**src/rtl/simple_cpu_pkg.sv**
```systemverilog
// Shared SimpleCPU definitions: opcode encoding, register-index width and
// instruction field widths, used by both the control unit and the datapath.
package simple_cpu_pkg;

  localparam int REG_IDX_W  = 4;
  localparam int NUM_REGS   = 1 << REG_IDX_W;
  localparam int OPCODE_W   = 3;
  localparam int INSTR_W    = OPCODE_W + 3 * REG_IDX_W;

  typedef enum logic [OPCODE_W-1:0] {
    OP_ADD  = 3'd0,
    OP_SUB  = 3'd1,
    OP_SHL  = 3'd2,
    OP_SHR  = 3'd3,
    OP_MOV  = 3'd4,
    OP_BEQ  = 3'd5,
    OP_BGT  = 3'd6,
    OP_HALT = 3'd7
  } opcode_e;

  // True for opcodes that produce a value the register file may accept.
  function automatic logic op_writes(input logic [OPCODE_W-1:0] op);
    return (op <= OP_MOV);
  endfunction

endpackage

```
**src/rtl/simple_alu.sv**
```systemverilog
// Combinational ALU for the SimpleCPU datapath. Produces the result, the
// ADD carry-out / SUB borrow, and a valid bit for opcodes that write back.
module simple_alu
  import simple_cpu_pkg::*;
#(
  parameter int WIDTH = 8
) (
  input  logic [OPCODE_W-1:0] opcode,
  input  logic [WIDTH-1:0]    a,
  input  logic [WIDTH-1:0]    b,
  output logic [WIDTH-1:0]    y,
  output logic                carry,
  output logic                valid
);

  localparam int SH_W = $clog2(WIDTH);

  logic [WIDTH:0]   sum_ext;
  logic [WIDTH:0]   diff_ext;
  logic [SH_W-1:0]  sh_amt;

  assign sum_ext  = {1'b0, a} + {1'b0, b};
  assign diff_ext = {1'b0, a} - {1'b0, b};
  assign sh_amt   = b[SH_W-1:0];

  // Operation select; non-ALU opcodes yield zero and are flagged invalid.
  always_comb begin
    y     = '0;
    carry = 1'b0;
    valid = op_writes(opcode);
    case (opcode)
      OP_ADD: begin
        y     = sum_ext[WIDTH-1:0];
        carry = sum_ext[WIDTH];
      end
      OP_SUB: begin
        y     = diff_ext[WIDTH-1:0];
        carry = diff_ext[WIDTH];
      end
      OP_SHL:  y = a << sh_amt;
      OP_SHR:  y = a >> sh_amt;
      OP_MOV:  y = a;
      default: y = '0;
    endcase
  end

endmodule

```
**src/rtl/simple_datapath.sv**
```systemverilog
// SimpleCPU register file + ALU datapath. Sixteen registers (R0 hardwired
// to zero), two combinational read ports feeding the ALU and branch flags,
// a debug read port, and a registered mirror of R[RESULT_REG].
// Optional status outputs (carry_sticky, write_count) are enabled by
// defining SIMPLE_DP_STATUS_EN.
module simple_datapath
  import simple_cpu_pkg::*;
#(
  parameter int WIDTH      = 8,
  parameter int RESULT_REG = 1
) (
  input  logic                 clk,
  input  logic                 rst_n,
  input  logic                 load_operands,
  input  logic [WIDTH-1:0]     op_a_in,
  input  logic [WIDTH-1:0]     op_b_in,
  input  logic [OPCODE_W-1:0]  opcode,
  input  logic [REG_IDX_W-1:0] reg_a_sel,
  input  logic [REG_IDX_W-1:0] reg_b_sel,
  input  logic [REG_IDX_W-1:0] dest_reg,
  input  logic                 reg_write,
  output logic                 zero_flag,
  output logic                 equal_flag,
  output logic                 greater_flag,
  output logic [WIDTH-1:0]     result,
`ifdef SIMPLE_DP_STATUS_EN
  output logic                 carry_sticky,
  output logic [7:0]           write_count,
`endif
  input  logic [REG_IDX_W-1:0] dbg_sel,
  output logic [WIDTH-1:0]     dbg_data
);

  // Saturating increment for the committed-write counter.
  function automatic logic [7:0] sat_inc8(input logic [7:0] v);
    return (v == 8'hFF) ? v : v + 8'd1;
  endfunction

  logic [WIDTH-1:0] regs [NUM_REGS];
  logic [WIDTH-1:0] rd_a_p0;
  logic [WIDTH-1:0] rd_b_p0;
  logic [WIDTH-1:0] alu_y_p0;
  logic             alu_vld_p0;
  logic             commit_p0;
  logic [WIDTH-1:0] result_p1;
`ifdef SIMPLE_DP_STATUS_EN
  logic             alu_carry_p0;
`else
  logic             alu_carry_unused;
`endif

  // R0 is never written after reset, so it always reads zero.
  assign rd_a_p0  = regs[reg_a_sel];
  assign rd_b_p0  = regs[reg_b_sel];
  assign dbg_data = regs[dbg_sel];

  assign zero_flag    = (rd_a_p0 == '0);
  assign equal_flag   = (rd_a_p0 == rd_b_p0);
  assign greater_flag = (rd_a_p0 >  rd_b_p0);

  simple_alu #(.WIDTH(WIDTH)) u_alu (
    .opcode (opcode),
    .a      (rd_a_p0),
    .b      (rd_b_p0),
    .y      (alu_y_p0),
`ifdef SIMPLE_DP_STATUS_EN
    .carry  (alu_carry_p0),
`else
    .carry  (alu_carry_unused),
`endif
    .valid  (alu_vld_p0)
  );

  // A write commits only when no operand load competes, the opcode
  // produces a value, and the destination is not the zero register.
  assign commit_p0 = reg_write && !load_operands && alu_vld_p0 &&
                     (dest_reg != '0);

  // ---- stage p0 -> register file ----
  // Register file update: operand load wins over ALU write-back.
  always_ff @(posedge clk or negedge rst_n) begin
    if (!rst_n) begin
      for (int i = 0; i < NUM_REGS; i++) regs[i] <= '0;
    end else if (load_operands) begin
      regs[1] <= op_a_in;
      regs[2] <= op_b_in;
      for (int i = 3; i < NUM_REGS; i++) regs[i] <= '0;
    end else if (commit_p0) begin
      regs[dest_reg] <= alu_y_p0;
    end
  end

  // ---- register file -> stage p1 ----
  // Registered mirror of the designated result register.
  always_ff @(posedge clk or negedge rst_n) begin
    if (!rst_n) result_p1 <= '0;
    else        result_p1 <= regs[RESULT_REG];
  end

  assign result = result_p1;

`ifdef SIMPLE_DP_STATUS_EN
  // Status tracking: sticky carry/borrow and saturating write count.
  always_ff @(posedge clk or negedge rst_n) begin
    if (!rst_n) begin
      carry_sticky <= 1'b0;
      write_count  <= '0;
    end else if (load_operands) begin
      carry_sticky <= 1'b0;
      write_count  <= '0;
    end else if (commit_p0) begin
      carry_sticky <= carry_sticky | alu_carry_p0;
      write_count  <= sat_inc8(write_count);
    end
  end
`endif

endmodule

```
**config.mk**
```make
export PLATFORM = sky130hd
export DESIGN_NAME = simple_datapath
export DESIGN_NICKNAME = d
export VERILOG_FILES = /design/src/rtl/simple_cpu_pkg.sv /design/src/rtl/simple_alu.sv /design/src/rtl/simple_datapath.sv
export SDC_FILE = /design/constraint.sdc
export NUM_CORES = 1
export LEC_CHECK = 0
export ABC_AREA = 0
export BUFFER_PORTS_ARGS = -buffer_cell sky130_fd_sc_hd__buf_4
export CORE_MARGIN = 4
export CORE_UTILIZATION = 50
export CTS_BUF_LIST = sky130_fd_sc_hd__clkbuf_8
export CTS_CLUSTER_SIZE = 25
export DETAILED_ROUTE_END_ITERATION = 10
export GPL_TIMING_DRIVEN = 1
export HOLD_SLACK_MARGIN = 0.03
export PLACE_DENSITY = 0.67
export SLEW_MARGIN = 15
export SYNTH_ARGS = -nofsm -noshare
export SYNTH_HDL_FRONTEND = slang
export SYNTH_SLANG_ARGS = --single-unit
```
**constraint.sdc**
```tcl
create_clock -name clk -period 6.8 [get_ports clk]
set_input_delay 0 -clock clk [delete_from_list [all_inputs] [get_ports clk]]
set_output_delay 0 -clock clk [all_outputs]
set_load 0.005 [all_outputs]
```
==> impl_metrics.yaml, run 1 <==
outcome:
  status: "finished, final reports clean"
grt:
  grt_pass1_wl_um: 47000
  grt_max_degree: 124
  grt-ovfl-total: 0
  track_usage_pct: 27.9
  antenna_found_initial: 0
  grt_pass1_vias: 7874
sta:
  hold_violations: 0
  slew_violations: 0
  period_share_pct: 66.9
  setup_viol_count_final: 0
  fmax_ghz: 0.220
  whs_ns: 0.144
  worst_slew_pin_slew_ns: 1.12
  fin_crit_ns: 4.55
  maxSlewHeadroom_pct: 24.8
  tns_ns: 0
  rsz0062_at_grt: "false"
  finClkSkew_ns: 0.0114
min_path:
  hp-class: "in -> async"
clock_tree:
  cts.clk_slew.worst_paths_ns: 0.08
  clock_latency_ns: 0.46
  cts-root-buf: "clkbuf_8"
  numCtsBuffers: 17
  post_cts_buffers: 0
  clk_path_buf_depth: 2
  cts_hold_buf: 18
  cts_resized: 0
  clock-sinks: 136
  htreeDepth: 4
  cts_tree: "built"
logic_synthesis:
  synth_seq_area_share_pct: 34.2
  synthCells: 883
  synth_cell_types: 65
  synth.top_cells.by_area: "dfrtp_1 (34%), mux4_2 (20%), nand3b_1 (8.2%)"
  avgSynthCellArea_sq_um: 11.3
  syn-num-nets: 940
  yosysTopAreaCellShare_pct: 34.2
  synth_edf_count: 0
  yosysWarnings: 0
  synth_flop_cell: "dfrtp_1"
  synth_area_sq_um: 9950
  ys_ff_latch: 136
  yosysTopAreaCell: "dfrtp_1"
  async_reset_ff_share_pct: 100
critical_path:
  r2r-start: "regs[0]"
  path_delay_family: "compound AO/OA/AOI/OAI gates"
  cp-end-kind: "register"
  worstPathArrival_ns: 4.90
  required_ns: 7.15
  cp_cell_sequence: "mux4_2 -> nand3_1 -> and4_1 -> inv_2 -> ha_1 -> fa_1 -> a21oi_1 -> xnor2_1 -> o22ai_1 -> a31oi_1 -> o31ai_1 -> a21oi_1 -> o211ai_1 -> dlygate4sd3_1"
  cp_num_cells: 14
  cpPeakStageDelay_ns: 0.57
  critical_path.slowest_cell: "dlygate4sd3_1"
  critPathKind: "reg -> reg"
  reg2reg_slack_ns: 2.25
  r2r_cells: 14
  start_kind: "register"
  critPathMaxFanout: 20
  worst_path_most_repeated_cell: "a21oi_1"
  critPathBufInv: 2
  r2r-end: "regs[114]"
drt:
  finalWirelength_um: 30000
  postRouteAntennaNets: 0
  drt-vias-per-instance: 6.85
  initialDrtViolationCount: 1093
  drtPass1Iterations: 8
  remaining_drc_errors: 0
  wl_per_cell_um: 25.5
  dr_total_vias: 8043
placed_design:
  io_buffers: 57
  gp_congestion: 0.919
  dp_hpwl_um: 19400
floorplanning:
  rows: 51
  fp.coreArea_sq_um: 19500
  initial_core_util_pct: 50.9
  die_area_sq_um: 22200
  chipHeight_um: 149
  ioPinCount: 58
  die_w_um: 149
power:
  cellLeakagePower_nw: 4.41
  vdd_ir_drop_max_mv: 0.119
  power.density_nw_per_um2: 179
layout:
  fin_nets: 954
  fillCellCount: 1692
  area_growth_syn_to_layout_pct: 9.60
  drive_above_1_share_pct: 26.3
  antennaDiodeCount: 0
flow_run:
  maxCapViolCount: 0
[Yosys cell counts (9+ instances only)]
master / n
nor2b_1: 14
buf_2: 9
o21ai_1: 36
nand2_1: 33
dfrtp_1: 136
nand3b_1: 108
inv_1: 16
mux2i_1: 21
mux4_2: 87
mux4_1: 13
clkbuf_1: 51
buf_1: 9
buf_4: 9
o21ai_2: 30
a21oi_1: 23
a22oi_1: 20
ha_1: 16
nand3_1: 9
o21ai_0: 76
nor2_1: 34
[placed cells by master, fill, tap and decap left out, drive strengths merged, types with 3 or more instances in the layout]
master       count
dlygate4sd3     18
o22ai            4
nand3b         108
nor3b            3
nor2b           14
a22o             4
o21bai           3
clkinv           6
clkbuf          18
or2              4
a211oi           7
and3             3
nor2            39
nand3            9
a22oi           21
nand2b           8
nand2           34
nand4            8
a31oi            6
a221oi          10
and2             5
ha              16
a21oi           27
buf             65
mux4           100
bufinv           4
o2111ai          3
dfrtp          136
o31ai            7
nor3            10
o21ai          142
mux2i           21
inv             20
xnor2            4
o211ai           4
[logic make-up after synthesis]
logic type / after synthesis / share of synthesized area (%)
AND/OR/NAND/NOR: 249 / 15.5
AO/OA/AOI/OAI: 246 / 16.5
flip-flops: 136 / 34.2
multiplexers: 122 / 25.4
buffers and inverters: 107 / 5.51
adder cells (fa/ha/maj): 18 / 2.42
XOR/XNOR: 5 / 0.440
[per-stage QoR]
step | utilization, % | area (sq um) | instances | setup slack, ns | total power [W]
2_1_floorplan | - | 9950 | 883 | 3.04 | 0.00110
3_3_place_gp | 52.7 | 10300 | 1125 | 2.33 | 0.00122
3_5_place_dp | 52.7 | 10300 | 1125 | 2.26 | 0.00122
4_1_cts | 55.8 | 10900 | 1174 | 2.35 | 0.00195
5_1_grt | 55.8 | 10900 | 1174 | 2.02 | 0.00202
6_report | 55.8 | 10900 | 1174 | 2.25 | 0.00195
[report_power, final]
part	total [W]	switching (W)	internal, W
Sequential	0.000841	0.0000172	0.000824
Clock	0.000734	0.000329	0.000405
Combinational	0.000373	0.000224	0.000149
Total	0.00195	0.000570	0.00138
[state kept, by name (all words and copies together), names as in the netlist]
signal and count:
result 8, regs 128
[area by class of cell]
cell class              instances  area (sq um)  share of cell area [%]
flip-flops and latches        136          3400                    31.2
clock buffers                  18           248                    2.27
repair buffers                 83           672                    6.16
clock inverters                13           180                    1.65
well taps                     265           332                    3.04
inverters                      19          71.3                   0.654
multi-input cells             640          5990                    55.0
[worst max path at each step]
stage | slack [ns] | from | end
floorplan | 3.04 | reg_b_sel[0] | regs[47]
global placement | 2.33 | reg_b_sel[0] | regs[69]
detailed placement | 2.26 | reg_b_sel[0] | regs[101]
CTS | 2.35 | regs[0] | regs[114]
global route | 2.02 | regs[0] | regs[114]
finish | 2.25 | regs[0] | regs[114]
[routing by layer]
metal | GRT usage, % | routed length (um)
met3 | 5.68 | 2680
met4 | 10.7 | 958
met1 | 39.5 | 12200
met2 | 42.7 | 14100
met5 | 0 | 0
Power figures use the tool's default switching activity.
==> run 2: changes to the inputs <==
- PLACE_DENSITY: 0.67 -> 0.7
- clock period: 6.8 -> 3.9 ns (I/O delays scaled with it)
==> impl_metrics.yaml, run 2 (synthesis gave the netlist of run 1 again) <==
outcome:
  status: "finished, final reports clean"
placed_design:
  dp_hpwl_um: 20400
  gp_congestion: 0.958
  post-place-ws_ns: 0.157
  io_buffers: 57
layout:
  final_core_util_pct: 57.0
  largest_reg_flops: 128
  drive_above_1_share_pct: 28.6
  antennaDiodeCount: 0
  fin_nets: 985
  mostFrequentLayoutCell: "dfrtp_1"
  final_cell_mix: "dfrtp_1 (136), nand3b_1 (108), buf_4 (88)"
  top_register: "regs"
  area_growth_syn_to_layout_pct: 12.0
  fillCellCount: 1679
critical_path:
  r2r-start: "regs[80]"
  cpPeakStageDelay_ns: 0.49
  critical_path.slowest_cell: "mux4_2"
  start_kind: "register"
  worstPathArrival_ns: 4.08
  r2r_cells: 14
  cp_num_cells: 14
  required_ns: 4.22
  endpoint: "regs[60]"
  reg2reg_slack_ns: 0.14
  critPathBufInv: 2
  critPathKind: "reg -> reg"
  path_delay_family: "compound AO/OA/AOI/OAI gates"
  crit_start: "regs[80]"
  critPathMaxFanout: 15
  cp-end-kind: "register"
  cp_cell_sequence: "mux4_2 -> a22o_1 -> a31oi_4 -> ha_2 -> inv_1 -> fa_1 -> a21oi_1 -> o21bai_1 -> a21oi_1 -> xor2_1 -> o22ai_1 -> a2111oi_4 -> buf_12 -> o21ai_0"
  worst_path_most_repeated_cell: "a21oi_1"
  r2r-end: "regs[60]"
grt:
  grt-ovfl-total: 0
  antenna_found_initial: 0
  grt_pass1_vias: 8063
  grt_pass1_wl_um: 47900
  track_usage_pct: 28.6
  grt_max_degree: 123
power:
  power.density_nw_per_um2: 296
  vdd_ir_drop_max_mv: 0.220
  cellLeakagePower_nw: 4.55
  power.total_w: 0.00329
drt:
  initialDrtViolationCount: 1287
  dr_total_vias: 8202
  drt-vias-per-instance: 6.80
  drtPass1Iterations: 6
  remaining_drc_errors: 0
  postRouteAntennaNets: 0
  wl_per_cell_um: 25.4
  finalWirelength_um: 30700
floorplanning:
  fp.coreArea_sq_um: 19500
  chipHeight_um: 149
  die_w_um: 149
  initial_core_util_pct: 50.9
  die_area_sq_um: 22200
  rows: 51
  ioPinCount: 58
sta:
  worst_slack_ns: 0.140
  worst_slew_pin_slew_ns: 1.24
  maxSlewHeadroom_pct: 17.4
  rsz0062_at_grt: "true"
  hold_violations: 0
  fmax_ghz: 0.266
  slew_violations: 0
  period_share_pct: 96.4
  fin_crit_ns: 3.76
  setup_viol_count_final: 0
  finClkSkew_ns: 0.0122
clock_tree:
  cts.clk_slew.worst_paths_ns: 0.08
  clk_path_buf_depth: 2
  clock_latency_ns: 0.48
  cts-root-buf: "clkbuf_8"
  htreeDepth: 4
  clock-sinks: 136
  cts_tree: "built"
  numCtsBuffers: 17
min_path:
  hp-class: "in -> reg"
flow_run:
  maxCapViolCount: 0
-- run 2: layout make-up --
class / instances / area [sq um] / area share, %
Multi-Input combinational cell: 640 / 6000 / 53.9
Sequential cell: 136 / 3400 / 30.6
Timing Repair Buffer: 114 / 953 / 8.56
Tap cell: 265 / 332 / 2.98
Clock buffer: 18 / 248 / 2.22
Clock inverter: 14 / 125 / 1.12
Inverter: 19 / 71.3 / 0.641
-- run 2: worst min path at each step --
stage                start         to  slack, ns  depth (start not counted)
4_1_cts        dest_reg[3]  regs[106]        0.1                          4
6_report       dest_reg[0]   regs[98]       0.13                          4
2_1_floorplan        rst_n    regs[0]      -0.30                          0
5_1_grt        dest_reg[0]  regs[100]       0.14                          4
3_5_place_dp         rst_n  regs[102]       0.15                          1
3_3_place_gp         rst_n   regs[86]       0.14                          1
-- run 2: power breakdown --
part	internal [W]	switching, W
combinational	0.000286	0.000398
clock	0.000523	0.000619
sequential	0.00144	0.0000286
total	0.00225	0.00105
-- run 2: per-layer routing --
layer	track usage, %	wire [um]
met5	0	0
met1	40.7	12500
met2	42.2	14000
met3	6.47	2980
met4	12.8	1250
-- run 2: worst reg2reg max path, cell delays in order, from the launching register on --
cell and delay, ns:
dfrtp_1 0.42, mux4_2 0.49, a22o_1 0.28, a31oi_4 0.25, ha_2 0.23, inv_1 0.05, fa_1 0.44, a21oi_1 0.15
o21bai_1 0.12, a21oi_1 0.19, xor2_1 0.19, o22ai_1 0.13, a2111oi_4 0.35, buf_12 0.20, o21ai_0 0.10
-- run 2: stage by stage --
| step | setup TNS, ns | cell area [sq um] | hold slack (ns) | std cells |
|---|---|---|---|---|
| floorplan | 0 | 9950 | -0.296 | 883 |
| global placement | 0 | 10500 | 0.143 | 1152 |
| detailed placement | 0 | 10500 | 0.148 | 1152 |
| CTS | 0 | 11100 | 0.0981 | 1205 |
| global route | -0.194 | 11100 | 0.135 | 1206 |
| finish | 0 | 11100 | 0.134 | 1206 |
-- run 2: repair_timing --
action,in CTS,in global routing
hold endpoints to repair,105,0
setup buffers,0,1
hold buffers,21,0
endpoints found under the setup margin,0,31
resized for setup,0,4
